### src/rtl/multicore_data_arbiter.sv
// multicore_data_arbiter
//   Round-robin arbiter that lets NUM_CORES cores share one data memory port.
//   One transaction is in flight at a time: IDLE -> ACCESS -> WAIT -> RESP.
//
// Ports
//   clock, reset_n     single clock, synchronous active-low reset
//   core_control       2 bits per core: 00 idle, 01 read, 10 write, 11 ignored
//   core_addr          ADDR_WIDTH bits per core
//   core_wdata         DATA_WIDTH bits per core
//   core_rdata         DATA_WIDTH bits per core, registered read data
//   core_ready         per-core one-cycle completion pulse
//   mem_control        command to the memory (non-zero only in ACCESS)
//   mem_addr/mem_wdata latched address / write data of the current transaction
//   mem_rdata          memory read data, valid MEM_LATENCY cycles after command
//   grant_id           index of the core currently being served
//
// state  | meaning
// IDLE   | look for a requester, latch its command on grant
// ACCESS | drive the latched command to memory for one cycle
// WAIT   | count MEM_LATENCY cycles; capture read data on the last one
// RESP   | pulse core_ready of the granted core, then update last_grant
module multicore_data_arbiter #(
  parameter int NUM_CORES   = 4,
  parameter int DATA_WIDTH  = 16,
  parameter int ADDR_WIDTH  = 16,
  parameter int MEM_LATENCY = 1,
  localparam int GW = (NUM_CORES > 1) ? $clog2(NUM_CORES) : 1
) (
  input  logic                             clock,
  input  logic                             reset_n,
  input  logic [2*NUM_CORES-1:0]           core_control,
  input  logic [NUM_CORES*ADDR_WIDTH-1:0]  core_addr,
  input  logic [NUM_CORES*DATA_WIDTH-1:0]  core_wdata,
  output logic [NUM_CORES*DATA_WIDTH-1:0]  core_rdata,
  output logic [NUM_CORES-1:0]             core_ready,
  output logic [1:0]                       mem_control,
  output logic [ADDR_WIDTH-1:0]            mem_addr,
  output logic [DATA_WIDTH-1:0]            mem_wdata,
  input  logic [DATA_WIDTH-1:0]            mem_rdata,
  output logic [GW-1:0]                    grant_id
);

  localparam int CW = 3;
  localparam logic [1:0] OP_READ = 2'b01;

  typedef enum logic [1:0] {
    IDLE   = 2'd0,
    ACCESS = 2'd1,
    WAIT   = 2'd2,
    RESP   = 2'd3
  } state_t;

  state_t                          state_q, state_d;
  logic [GW-1:0]                   last_grant_q, last_grant_d;
  logic [GW-1:0]                   grant_q, grant_d;
  logic [1:0]                      op_q, op_d;
  logic [ADDR_WIDTH-1:0]           addr_q, addr_d;
  logic [DATA_WIDTH-1:0]           wdata_q, wdata_d;
  logic [CW-1:0]                   cnt_q, cnt_d;
  logic [NUM_CORES*DATA_WIDTH-1:0] rdata_q, rdata_d;

  logic [NUM_CORES-1:0] req;
  logic                 pick_valid;
  logic [GW-1:0]        pick_idx;
  logic [GW-1:0]        cand_idx;
  int                   cand;

  // 01 and 10 are the only real commands; 11 behaves like idle.
  always_comb begin
    req = '0;
    for (int i = 0; i < NUM_CORES; i++) begin
      req[i] = core_control[2*i] ^ core_control[2*i+1];
    end
  end

  // Search upward starting just after the last served core.
  always_comb begin
    pick_valid = 1'b0;
    pick_idx   = '0;
    cand       = 0;
    cand_idx   = '0;
    for (int k = 0; k < NUM_CORES; k++) begin
      cand     = (int'(last_grant_q) + 1 + k) % NUM_CORES;
      cand_idx = GW'(cand);
      if (!pick_valid && req[cand_idx]) begin
        pick_valid = 1'b1;
        pick_idx   = cand_idx;
      end
    end
  end

  always_comb begin
    state_d      = state_q;
    last_grant_d = last_grant_q;
    grant_d      = grant_q;
    op_d         = op_q;
    addr_d       = addr_q;
    wdata_d      = wdata_q;
    cnt_d        = cnt_q;
    rdata_d      = rdata_q;
    mem_control  = 2'b00;
    core_ready   = '0;
    case (state_q)
      IDLE: begin
        if (pick_valid) begin
          grant_d = pick_idx;
          op_d    = core_control[2*pick_idx +: 2];
          addr_d  = core_addr[pick_idx*ADDR_WIDTH +: ADDR_WIDTH];
          wdata_d = core_wdata[pick_idx*DATA_WIDTH +: DATA_WIDTH];
          state_d = ACCESS;
        end
      end
      ACCESS: begin
        mem_control = op_q;
        cnt_d       = CW'(MEM_LATENCY - 1);
        state_d     = WAIT;
      end
      WAIT: begin
        if (cnt_q == '0) begin
          // last WAIT cycle: memory data is valid now
          if (op_q == OP_READ) begin
            rdata_d[grant_q*DATA_WIDTH +: DATA_WIDTH] = mem_rdata;
          end
          state_d = RESP;
        end else begin
          cnt_d = cnt_q - 1'b1;
        end
      end
      RESP: begin
        core_ready[grant_q] = 1'b1;
        last_grant_d        = grant_q;
        state_d             = IDLE;
      end
      default: state_d = IDLE;
    endcase
  end

  always_ff @(posedge clock) begin
    if (!reset_n) begin
      state_q      <= IDLE;
      last_grant_q <= GW'(NUM_CORES - 1);
      grant_q      <= '0;
      op_q         <= 2'b00;
      addr_q       <= '0;
      wdata_q      <= '0;
      cnt_q        <= '0;
      rdata_q      <= '0;
    end else begin
      state_q      <= state_d;
      last_grant_q <= last_grant_d;
      grant_q      <= grant_d;
      op_q         <= op_d;
      addr_q       <= addr_d;
      wdata_q      <= wdata_d;
      cnt_q        <= cnt_d;
      rdata_q      <= rdata_d;
    end
  end

  assign mem_addr   = addr_q;
  assign mem_wdata  = wdata_q;
  assign grant_id   = grant_q;
  assign core_rdata = rdata_q;

endmodule

### config.mk
export PLATFORM = sky130hd
export DESIGN_NAME = multicore_data_arbiter
export DESIGN_NICKNAME = d
export VERILOG_FILES = /design/src/rtl/multicore_data_arbiter.sv
export SDC_FILE = /design/constraint.sdc
export NUM_CORES = 1
export LEC_CHECK = 0
export BUFFER_PORTS_ARGS = -buffer_cell sky130_fd_sc_hd__buf_2
export CORE_ASPECT_RATIO = 1.5
export CORE_MARGIN = 2
export CORE_UTILIZATION = 26
export CTS_CLUSTER_DIAMETER = 30
export DETAILED_ROUTE_END_ITERATION = 8
export GPL_ROUTABILITY_DRIVEN = 1
export PLACE_DENSITY = 0.56
export SYNTH_ARGS = -nofsm -noshare
export SYNTH_HDL_FRONTEND = slang
export SYNTH_SLANG_ARGS = --single-unit
### constraint.sdc
create_clock -name clock -period 2.3 [get_ports clock]
set_input_delay 0.115 -clock clock [delete_from_list [all_inputs] [get_ports clock]]
set_output_delay 0.115 -clock clock [all_outputs]
set_load 0.02 [all_outputs]
==> flow_summary.json <==
{
  "status": "finished clean",
  "area_growth_pct": 34.0,
  "num_rows": 65,
  "critical_path_class": "register to register",
  "drt_iter0_drc": 292,
  "synthFlopType": "dfxtp_1",
  "setup_violations": 0,
  "die_height_um": 182,
  "worstPathRequired_ps": 2540,
  "grt_overflow": 0,
  "dr_total_vias": 5344,
  "r2r-end": "core_rdata[53]",
  "rsz0062_at_grt": "true",
  "die_area_mm2": 0.0223,
  "hpwl_um": 13700,
  "clkSinkCount": 107,
  "fin_crit_sh_pct": 87.6,
  "yosys-mux-area-fraction_pct": 12.4,
  "drt_wl_total_um": 17600,
  "grt_first_pass_wirelength_um": 27000,
  "place.gp.congestion": 0.846,
  "grt_pass1_vias": 5185,
  "synth_area_leader_cell": "dfxtp_1",
  "clkTransAtPathRegs_ps": 80,
  "hold_path.startpoint": "reset_n",
  "synth_compound_area_share_pct": 18.0,
  "yosys.area_share.simple_pct": 19.5,
  "cts_buffer_depth": 2,
  "crit_path_max_fanout": 16,
  "ant_nets": 0,
  "end_kind": "register",
  "critPathLaunchType": "register",
  "ios": 258,
  "synth-edff-count": 0,
  "grt_max_degree": 67,
  "slew_headroom_pct": 61.1,
  "first_pass_iters": 4,
  "worst_r2r_path_depth": 7,
  "netlist_instances": 611,
  "synth_xor_area_share_pct": 1.23,
  "synth_commonest_cells": "nand2_1, dfxtp_1, mux2i_1, nand3_1, a21boi_0",
  "syn_nets": 779,
  "drv_cap": 0,
  "r2r_start": "state_q[0]",
  "hold_buffers": 0,
  "synth.distinct_cells": 47,
  "cts_tree": "yes",
  "min_period_ps": 2010,
  "ys_seq_area_share_pct": 39.0,
  "p_total_mw": 6.11,
  "synthAdderAreaFrac_pct": 3.19,
  "max-vdd-ir-drop_v": 0.000365,
  "vias_per_cell": 4.73,
  "synth_top_area_share_pct": 39.0,
  "port_buffers": 257,
  "wl_per_cell_um": 15.6,
  "hold_end": "last_grant_q[0]",
  "netlist_area_mm2": 0.00549,
  "cts_made_buffers": 9,
  "cts_root_buffer": "clkbuf_16",
  "coreArea_mm2": 0.0209,
  "drc_errors": 0,
  "p_leak_nw": 3.28,
  "synth_area_leaders": "dfxtp_1, mux2i_1, nand2_1, a21boi_0, nand3_1",
  "synth_warnings": 0,
  "fmax_ghz": 0.496,
  "hold_depth": 2,
  "post-synth-top-count-cell": "nand2_1",
  "hold_viol": 0,
  "fin_nets": 1025,
  "place_ws_ps": 233,
  "finalMaxSlewViolations": 0,
  "fin_util_pct": 35.2,
  "drive_above_1_share_pct": 35.6,
  "num-fill-cells": 2266,
  "hold_slack_ps": 27.8,
  "hp-class": "input pin to register",
  "h-tree-depth": 3,
  "ys_seq_elements": 107,
  "antenna_found_initial": 1,
  "power_density_mw_per_mm2": 831,
  "die_w_um": 123,
  "grtUsageTotal_pct": 15.6,
  "initial_core_util_pct": 26.2,
  "r2r_slack_ps": 290,
  "max_slew.worst_pin.slew_ps": 582,
  "postCtsSetupRepairBufs": 0,
  "timing.final.ws_setup_ps": 285,
  "synth_top_family_by_area": "simple AND/OR/NAND/NOR gates",
  "clock_skew_ps": 8.23,
  "arrival_ps": 2260,
  "clkLatencyLatePin_ps": 360,
  "fin_tns_setup_ps": 0,
  "async_reset_ff_share_pct": 0,
  "syn_avg_cell_area_um2": 8.98
}
[routing by layer]
metal	GRT usage, %	vias to the layer above	share of wire (%)
met1	17.2	2429	38
met5	0	-	0
met4	6.07	0	2.3
li1	-	2640	-
met3	3.71	23	8.7
met2	28.2	252	51
[timing repair]
item,CTS,global route
resized for setup,0,0
setup endpoints to repair,0,16
endpoints found under the hold margin,0,0
[worst max path at each step]
stage                          from             end  cells after the start
floorplan               grant_id[0]   core_rdata[0]                      6
global placement    core_control[0]    mem_wdata[3]                      9
detailed placement  core_control[2]    mem_wdata[3]                      9
CTS                      state_q[0]  core_rdata[31]                      7
global route             state_q[0]  core_rdata[25]                      7
finish                   state_q[0]  core_rdata[53]                      7
[placed cells by master, fill, tap and decap left out, drive strengths merged, types with 5 or more instances in the layout]
| cell type | count |
|---|---|
| a21boi | 65 |
| a32o | 32 |
| and2 | 14 |
| buf | 282 |
| clkbuf | 9 |
| dfxtp | 107 |
| ha | 14 |
| inv | 13 |
| mux2i | 68 |
| nand2 | 138 |
| nand3 | 67 |
| nor2b | 5 |
| o21ai | 6 |
[power by group]
group | switching (mW) | total, mW | internal [mW]
Combinational | 1.33 | 2.28 | 0.954
Clock | 0.801 | 1.57 | 0.767
Sequential | 0.149 | 2.27 | 2.12
Total | 2.28 | 6.11 | 3.84
[area by class of cell]
cell class	count	area, µm²	share of cell area [%]
multi-input combinational	447	2990	40.7
sequential	107	2140	29.1
timing repair buffer	282	1550	21.1
tap	268	335	4.56
clock buffer	9	225	3.06
clock inverter	7	71.3	0.970
inverter	10	37.5	0.510
antenna	1	2.50	0.0340
[kinds of logic (layout without fill, tap and decap cells)]
logic type      after synthesis  after routing
simple gates                240            240
compound gates              119            119
flops                       107            107
mux                          68             68
buf+inv                      57            308
fa+ha+maj                    14             14
xor+xnor                      6              6
other cells                   0              1
[critical path, cell delays in order, from the launching register on]
cell	delay, ps
dfxtp_1	340
inv_1	120
ha_1	220
nand4b_1	110
nor2_1	360
nand2_1	470
nand2_1	190
a21boi_0	90
[through the flow]
step | std cells | cell area (µm²)
3_5_place_dp | 1114 | 7050
4_1_cts | 1130 | 7350
5_1_grt | 1131 | 7350
3_3_place_gp | 1114 | 7050
6_report | 1131 | 7350
2_1_floorplan | 611 | 5490
[registers in the layout, summed over array words and instances (netlist names)]
signal	flops
core_rdata	64
mem_addr	16
mem_wdata	16
cnt_q	3
grant_id	2
last_grant_q	2
op_q	2
state_q	2
(Power assumes the default switching activity.)
